File: src/rtl/pulse_window_counter_v3_if.sv
// rtl/pulse_window_counter_v3_if.sv - pulse input, window control and result record bundle
interface pulse_window_counter_v3_if #(
    parameter int LANES = 16,
    parameter int CNT_W = 24,
    parameter int WIN_W = 24,
    parameter int IDX_W = 8
);
    localparam int PW = $clog2(LANES + 1);

    logic             valid_in;
    logic [PW-1:0]    pulse_in;
    logic             count_enable;
    logic [1:0]       mode;
    logic [WIN_W-1:0] window_cycles;
    logic             gate_in;
    logic             window_active;
    logic             res_valid;
    logic             res_ready;
    logic [CNT_W-1:0] res_count;
    logic [WIN_W-1:0] res_cycles;
    logic [PW-1:0]    res_peak;
    logic             res_overflow;
    logic [IDX_W-1:0] res_index;
    logic [7:0]       dropped_count;

    modport master (
        output valid_in, pulse_in, count_enable, mode, window_cycles, gate_in, res_ready,
        input  window_active, res_valid, res_count, res_cycles, res_peak, res_overflow,
               res_index, dropped_count
    );

    modport slave (
        input  valid_in, pulse_in, count_enable, mode, window_cycles, gate_in, res_ready,
        output window_active, res_valid, res_count, res_cycles, res_peak, res_overflow,
               res_index, dropped_count
    );
endinterface

File: src/rtl/pulse_window_counter_v3.sv
// rtl/pulse_window_counter_v3.sv - windowed pulse accumulator with buffered result records
module pulse_window_counter_v3 #(
    parameter int LANES     = 16,
    parameter int CNT_W     = 24,
    parameter int WIN_W     = 24,
    parameter int IDX_W     = 8,
    parameter int RES_DEPTH = 4
) (
    input  logic clk,
    input  logic rst,
    pulse_window_counter_v3_if.slave bus
);
    localparam int PW    = $clog2(LANES + 1);
    localparam int AW    = $clog2(RES_DEPTH);
    localparam int SUM_W = ((CNT_W > PW) ? CNT_W : PW) + 1;
    localparam int REC_W = CNT_W + WIN_W + PW + 1 + IDX_W;

    typedef enum logic [1:0] {IDLE, ARM, RUN, DONE} state_t;

    state_t           state, state_nx;
    logic [CNT_W-1:0] acc;
    logic [WIN_W-1:0] cyc, len_q;
    logic [PW-1:0]    peak;
    logic             ovf;
    logic [1:0]       mode_q;
    logic             need_low;
    logic [IDX_W-1:0] idx;
    logic [7:0]       dropped;

    logic [REC_W-1:0] mem [RES_DEPTH];
    logic [AW-1:0]    wr_ptr, rd_ptr;
    logic [AW:0]      fill;

    logic             ce, in_run, arm_start, counting, gate_close, take, sat;
    logic             timeout, close, continuing, load_run, timeout_gated;
    logic [WIN_W-1:0] eff_len, cur_len, cur_cyc, cyc_inc;
    logic [CNT_W-1:0] base_acc, acc_nx;
    logic [PW-1:0]    base_peak, peak_nx;
    logic             base_ovf, ovf_nx;
    logic [SUM_W-1:0] sum_w;
    logic [REC_W-1:0] rec;
    logic             pop, full, wr_en, drop;
    logic [CNT_W-1:0] h_count;
    logic [WIN_W-1:0] h_cycles;
    logic [PW-1:0]    h_peak;
    logic             h_ovf;
    logic [IDX_W-1:0] h_idx;

    // Window datapath: the cycle that opens a gated window (still in ARM) counts as cycle 0,
    // so the same accumulate/close arithmetic serves both the RUN cycles and that opening cycle.
    always_comb begin
        ce         = bus.count_enable;
        in_run     = (state == RUN);
        eff_len    = (bus.window_cycles == '0) ? WIN_W'(1) : bus.window_cycles;
        arm_start  = (state == ARM) && ce && bus.gate_in && !need_low;
        counting   = in_run || arm_start;
        cur_len    = in_run ? len_q : eff_len;
        cur_cyc    = in_run ? cyc : '0;
        cyc_inc    = cur_cyc + 1'b1;
        base_acc   = in_run ? acc : '0;
        base_peak  = in_run ? peak : '0;
        base_ovf   = in_run ? ovf : 1'b0;
        gate_close = in_run && (mode_q == 2'd2) && !bus.gate_in;
        take       = bus.valid_in && !gate_close;
        sum_w      = SUM_W'(base_acc) + SUM_W'(bus.pulse_in);
        sat        = sum_w > SUM_W'({CNT_W{1'b1}});
        acc_nx     = take ? (sat ? {CNT_W{1'b1}} : sum_w[CNT_W-1:0]) : base_acc;
        ovf_nx     = base_ovf | (take & sat);
        peak_nx    = (take && (bus.pulse_in > base_peak)) ? bus.pulse_in : base_peak;
        timeout    = (cur_cyc == cur_len - 1'b1);
        close      = counting && ce && (gate_close || timeout);
        rec        = gate_close ? {base_acc, cur_cyc, base_peak, base_ovf, idx}
                                : {acc_nx, cyc_inc, peak_nx, ovf_nx, idx};
        continuing = in_run && close && ((mode_q == 2'd0) || (mode_q == 2'd3)) && (bus.mode != 2'd2);
        load_run   = ((state == IDLE) && ce && (bus.mode != 2'd2)) || continuing;
        timeout_gated = close && !gate_close && (arm_start || (in_run && (mode_q == 2'd2)));
    end

    // Next-state logic; dropping count_enable always wins and abandons the open window.
    always_comb begin
        state_nx = state;
        if (!ce) begin
            state_nx = IDLE;
        end else begin
            case (state)
                IDLE: state_nx = (bus.mode == 2'd2) ? ARM : RUN;
                ARM:  if (arm_start && !close) state_nx = RUN;
                RUN: begin
                    if (close) begin
                        if (mode_q == 2'd1)        state_nx = DONE;
                        else if (mode_q == 2'd2)   state_nx = ARM;
                        else if (bus.mode == 2'd2) state_nx = ARM;
                        else                       state_nx = RUN;
                    end
                end
                default: state_nx = state;
            endcase
        end
    end

    // State register.
    always_ff @(posedge clk or posedge rst) begin
        if (rst) state <= IDLE;
        else     state <= state_nx;
    end

    // Window registers, index and gate re-arm flag (a timed-out gate must fall before reopening).
    always_ff @(posedge clk or posedge rst) begin
        if (rst) begin
            acc <= '0; cyc <= '0; len_q <= '0; peak <= '0; ovf <= 1'b0;
            mode_q <= 2'd0; need_low <= 1'b0; idx <= '0;
        end else begin
            if (load_run) begin
                mode_q <= bus.mode; len_q <= eff_len;
                acc <= '0; cyc <= '0; peak <= '0; ovf <= 1'b0;
            end else if (arm_start && !close) begin
                mode_q <= 2'd2; len_q <= eff_len;
                acc <= acc_nx; cyc <= WIN_W'(1); peak <= peak_nx; ovf <= ovf_nx;
            end else if (in_run && !close) begin
                acc <= acc_nx; cyc <= cyc_inc; peak <= peak_nx; ovf <= ovf_nx;
            end
            if (close) idx <= idx + 1'b1;
            if (timeout_gated)            need_low <= 1'b1;
            else if (!bus.gate_in || !ce) need_low <= 1'b0;
        end
    end

    assign pop   = bus.res_valid && bus.res_ready;
    assign full  = (fill == (AW + 1)'(RES_DEPTH));
    assign wr_en = close && (!full || pop);
    assign drop  = close && full && !pop;

    // Result storage; contents are only observed through the occupancy-qualified head.
    always_ff @(posedge clk) begin
        if (wr_en) mem[wr_ptr] <= rec;
    end

    // FIFO pointers, occupancy and saturating drop counter.
    always_ff @(posedge clk or posedge rst) begin
        if (rst) begin
            wr_ptr <= '0; rd_ptr <= '0; fill <= '0; dropped <= 8'd0;
        end else begin
            if (wr_en) wr_ptr <= wr_ptr + 1'b1;
            if (pop)   rd_ptr <= rd_ptr + 1'b1;
            case ({wr_en, pop})
                2'b10:   fill <= fill + 1'b1;
                2'b01:   fill <= fill - 1'b1;
                default: fill <= fill;
            endcase
            if (drop && (dropped != 8'hFF)) dropped <= dropped + 1'b1;
        end
    end

    assign {h_count, h_cycles, h_peak, h_ovf, h_idx} = mem[rd_ptr];

    assign bus.res_valid     = (fill != '0);
    assign bus.res_count     = bus.res_valid ? h_count  : '0;
    assign bus.res_cycles    = bus.res_valid ? h_cycles : '0;
    assign bus.res_peak      = bus.res_valid ? h_peak   : '0;
    assign bus.res_overflow  = bus.res_valid && h_ovf;
    assign bus.res_index     = bus.res_valid ? h_idx    : '0;
    assign bus.window_active = (state == RUN);
    assign bus.dropped_count = dropped;
endmodule

File: src/flat_wrapper.sv
// flat-port wrapper written by rule: the top's interface ports become plain ports
module pulse_window_counter_v3_flat 
#(
    parameter int LANES     = 16,
    parameter int CNT_W     = 24,
    parameter int WIN_W     = 24,
    parameter int IDX_W     = 8,
    parameter int RES_DEPTH = 4
)
  (clk, rst, bus_valid_in, bus_pulse_in, bus_count_enable, bus_mode, bus_window_cycles, bus_gate_in, bus_res_ready, bus_window_active, bus_res_valid, bus_res_count, bus_res_cycles, bus_res_peak, bus_res_overflow, bus_res_index, bus_dropped_count);
  pulse_window_counter_v3_if #(.LANES(LANES), .CNT_W(CNT_W), .WIN_W(WIN_W), .IDX_W(IDX_W)) bus_i ();
  input  logic clk;
  input  logic rst;
  input wire logic [$bits(bus_i.valid_in)-1:0] bus_valid_in;
  input wire logic [$bits(bus_i.pulse_in)-1:0] bus_pulse_in;
  input wire logic [$bits(bus_i.count_enable)-1:0] bus_count_enable;
  input wire logic [$bits(bus_i.mode)-1:0] bus_mode;
  input wire logic [$bits(bus_i.window_cycles)-1:0] bus_window_cycles;
  input wire logic [$bits(bus_i.gate_in)-1:0] bus_gate_in;
  input wire logic [$bits(bus_i.res_ready)-1:0] bus_res_ready;
  output wire logic [$bits(bus_i.window_active)-1:0] bus_window_active;
  output wire logic [$bits(bus_i.res_valid)-1:0] bus_res_valid;
  output wire logic [$bits(bus_i.res_count)-1:0] bus_res_count;
  output wire logic [$bits(bus_i.res_cycles)-1:0] bus_res_cycles;
  output wire logic [$bits(bus_i.res_peak)-1:0] bus_res_peak;
  output wire logic [$bits(bus_i.res_overflow)-1:0] bus_res_overflow;
  output wire logic [$bits(bus_i.res_index)-1:0] bus_res_index;
  output wire logic [$bits(bus_i.dropped_count)-1:0] bus_dropped_count;
  assign bus_i.valid_in = bus_valid_in;
  assign bus_i.pulse_in = bus_pulse_in;
  assign bus_i.count_enable = bus_count_enable;
  assign bus_i.mode = bus_mode;
  assign bus_i.window_cycles = bus_window_cycles;
  assign bus_i.gate_in = bus_gate_in;
  assign bus_i.res_ready = bus_res_ready;
  assign bus_window_active = bus_i.window_active;
  assign bus_res_valid = bus_i.res_valid;
  assign bus_res_count = bus_i.res_count;
  assign bus_res_cycles = bus_i.res_cycles;
  assign bus_res_peak = bus_i.res_peak;
  assign bus_res_overflow = bus_i.res_overflow;
  assign bus_res_index = bus_i.res_index;
  assign bus_dropped_count = bus_i.dropped_count;
  pulse_window_counter_v3 #(.LANES(LANES), .CNT_W(CNT_W), .WIN_W(WIN_W), .IDX_W(IDX_W), .RES_DEPTH(RES_DEPTH)) u_core (.clk(clk), .rst(rst), .bus(bus_i));
endmodule
File: config.mk
export PLATFORM = sky130hd
export DESIGN_NAME = pulse_window_counter_v3_flat
export DESIGN_NICKNAME = d
export VERILOG_FILES = /design/src/rtl/pulse_window_counter_v3_if.sv /design/src/rtl/pulse_window_counter_v3.sv /design/src/flat_wrapper.sv
export SDC_FILE = /design/constraint.sdc
export NUM_CORES = 1
export LEC_CHECK = 0
export CAP_MARGIN = 30
export CORE_MARGIN = 3
export CORE_UTILIZATION = 45
export DETAILED_ROUTE_END_ITERATION = 7
export HOLD_SLACK_MARGIN = 0.05
export SLEW_MARGIN = 20
export SYNTH_ARGS = -nofsm -noshare
export SYNTH_HDL_FRONTEND = slang
export SYNTH_SLANG_ARGS = --single-unit
File: constraint.sdc
create_clock -name clk -period 8.85 [get_ports clk]
set_input_delay 1.3275 -clock clk [delete_from_list [all_inputs] [get_ports clk]]
set_output_delay 1.3275 -clock clk [all_outputs]
set_load 0.1 [all_outputs]
==> metrics.md <==
| Metric | Value |
|---|---|
| Clk sink count | `around 350` |
| Clock period minus worst slack | `6.918 ns` |
| F_max | `144.5 MHz` |
| Final setup TNS | `0 ns` |
| Port buffer count | `108` |
| Routed WL | `42610 um` |
| YS warnings | `0` |
| Setup CP Type | `input pin to register` |
| Seq cells post-synth | `354` |
| Critical path arrival | `7.13 ns` |
| Horiz. Die Dim | `205.8 um` |
| CP max stage cell | `and2_2` |
| Layout cells sized above 1 | `0.1283` |
| Synth Instances | `1405` |
| Critical path capture point type | `register` |
| Fill count | `3329` |
| GR Overflow Total | `0` |
| Initial antenna violation count | `0` |
| Syn nets | `1467` |
| Synth Flop Type | `edfxtp_1` |
| DRC | `0` |
| Root buf cell | `clkbuf_16` |
| Iteration-0 DRC count of the detailed router | `688` |
| Full die area | `0.04233 mm^2` |
| Commonest non-fill, non-tap cell in the layout | `edfxtp_1` |
| Mapped Avg Cell Area | `between 10 and 15 um^2` |
| GRT Resource Usage Total | `0.2047` |
| CP most frequent cell | `o21ai_0` |
| Most frequent cells in the layout | `edfxtp_1, clkdlybuf4s50_1, nor2_1` |
| FF+latch area | `0.01010 mm^2` |
| Multi-input gate area | `between 0.007 and 0.008 mm^2` |
| Worst-Margin Slew | `0.9982 ns` |
| Worst Hold Class | `register to register` |
| Core area | `about 0.04 mm^2` |
| Largest net degree at the start of global routing | `72` |
| CTS tree | `built` |
| Worst Reg-to-Reg Cells | `15` |
| CTS max path bufs | `3` |
| Pwr Density | `347.0 mW/mm^2` |
| Post-DP HPWL | `28300 um` |
| Max IR drop VDD | `0.0002826 V` |
| H-Tree Depth | `2` |
| GPL Wtd Cong | `0.9088` |
| Post-DRT Antenna Nets | `0` |
| Skew final | `around 0.017 ns` |
| I/O pin count | `around 110` |
| RSZ-0062 raised after global routing | `no` |
| Syn Std Cell Area | `between 0.015 and 0.02 mm^2` |
| Critical path cell sequence | `clkdlybuf4s50_1 > nor4_1 > nand4_1 > o21ai_0 > o21ai_0 > ha_1 > and4bb_1 > a22oi_2 > or3_1 > o311ai_0 > nor4b_1 > and4_1 > a21oi_2 > nor2_1 > and2_2 > buf_12` |
| CP max stage delay | `0.79 ns` |
| First-pass GRT wire length | `about 68000 um` |
| Vias in the first global route | `11920` |
| Detailed Routing Iterations Pass 1 | `5` |
| Post-synth EDFFs | `248` |
| LEAKAGE | `around 7.4 nW` |
| Status | `completed` |
| Vias per std cell | `roughly 5.8` |
| Maximum net fanout on the critical path | `33` |
| Synth unique cells | `89` |
| Resized cells post-CTS | `0` |
| Slew headroom | `0.3325` |
| Final Cycle Share | `0.7817` |
| Hold buffers post-CTS | `0` |
| Clk slew on worst S/H paths | `roughly 0.060 ns` |
| Rows | `72` |
| Drt wl/cell | `20.98 um` |
| Total setup buffers inserted after CTS | `0` |
| WHS Path Cells | `1` |
| Setup-failing EPs final | `0` |
| Fin Hold WS | `0.4734 ns` |
| Worst-Skew Late Latency | `0.53 ns` |
| Ys async rst share | `0.2994` |
| Worst Path Required | `9.06 ns` |
| Nature of the critical path startpoint | `input pin` |
| Fin. Hold Viols | `0` |
| Total CTS buffers | `39` |
| Synth-to-Final Area Change | `15.30%` |
| Max-Cap Viols | `0` |
| Nets | `about 1500` |
| Initial core utilization | `0.4603` |
| Sequential-to-total area share from yosys stat | `0.5625` |
| Max Slew Vio Count | `0` |
| Chip height | `205.8 um` |
| Vias | `11690` |
-- synthesized netlist by cell type, types with 17 or more instances --
cell	number	area share
nand3_1	30	0.0084
a21oi_1	59	0.016
clkbuf_1	53	0.011
dfrtp_1	106	0.15
buf_2	17	0.0047
mux2i_1	47	0.026
o21ai_0	37	0.010
inv_1	31	0.0065
mux2_4	18	0.015
or3_1	18	0.0063
mux4_2	62	0.078
nand2_1	77	0.016
xnor2_1	46	0.022
ha_1	23	0.016
and2_1	85	0.030
xor2_1	30	0.015
nor2_1	105	0.022
edfxtp_1	248	0.41
nand4_1	18	0.0063
nor3_1	37	0.010
-- report_power, final --
part,leakage [nW],internal (W),switching [W]
clock network,0.579,0.000881,0.000644
logic,3.21,0.00108,0.00248
registers,3.61,0.00191,0.000188
total,7.40,0.00387,0.00331
-- area by class of cell --
type / count / share of cell area
clock buffers: 49 / 0.04944
diodes: 1 / 0.0001209
well taps: 518 / 0.03131
inverters: 32 / 0.005923
flip-flops and latches: 354 / 0.4881
clock inverters: 21 / 0.008039
multi-input cells: 929 / 0.3549
repair buffers: 127 / 0.06213
-- kinds of logic after synthesis --
kind of cell	synth area share
AND/OR/NAND/NOR	0.1518
flip-flops	0.5625
AO/OA/AOI/OAI	0.07234
multiplexers	0.1278
buffers and inverters	0.03024
XOR/XNOR	0.03707
adder cells (fa/ha/maj)	0.01826
-- per-stage QoR --
| stage | cell area (um^2) | setup slack (ns) | instances | util | total power, W |
|---|---|---|---|---|---|
| CTS | 20690 | 1.907 | 2029 | 0.5304 | 0.007262 |
| global route | 20700 | 1.397 | 2030 | 0.5306 | 0.007505 |
| floorplan | 17950 | 1.181 | 1405 | - | 0.004883 |
| global placement | 19480 | 1.563 | 1958 | 0.4994 | 0.005709 |
| finish | 20700 | 1.932 | 2031 | 0.5307 | 0.007182 |
| detailed placement | 19500 | 1.368 | 1959 | 0.4999 | 0.005727 |
-- worst max-delay path, delay by kind of cell --
| kind | cells | cell delay [ns] |
|---|---|---|
| buffers and inverters | 2 | 0.85 |
| AND/OR/NAND/NOR | 8 | 3.30 |
| adder cells (fa/ha/maj) | 1 | 0.29 |
| AO/OA/AOI/OAI | 5 | 1.30 |
-- worst paths after layout --
check / from / slack [ns] / to
max: bus_window_cycles[13] / 1.93 / u_core.mem[0][17]$_DFFE_PP_
min: u_core.rd_ptr[1]$_DFFE_PP0P_ / 0.47 / u_core.rd_ptr[1]$_DFFE_PP0P_
max reg2reg: u_core.state[0]$_DFFE_PP0P_ / 2.87 / u_core.mem[0][17]$_DFFE_PP_
min reg2reg: u_core.rd_ptr[1]$_DFFE_PP0P_ / 0.47 / u_core.rd_ptr[1]$_DFFE_PP0P_
max in group asynchronous: rst / 6.27 / u_core.rd_ptr[0]$_DFFE_PP0P_
min in group asynchronous: rst / 1.27 / u_core.bus.dropped_count[6]$_DFFE_PP0P_
-- flip-flops by register name (all words and copies together) (netlist names), 3 cells and up --
signal and count:
u_core.peak 5, u_core.acc 24, u_core.len_q 24, u_core.bus.dropped_count 8, u_core.fill 3, u_core.idx 8, u_core.cyc 24, u_core.mem 248
-- layer usage --
layer,part of all wire,vias up,track usage,wire length (um)
met4,0.026,0,0.06224,1090
met2,0.46,276,0.3210,19730
li1,-,5453,-,-
met5,0,-,0,0
met1,0.47,5900,0.2967,19960
met3,0.043,58,0.03085,1828
(Power assumes the default switching activity.)
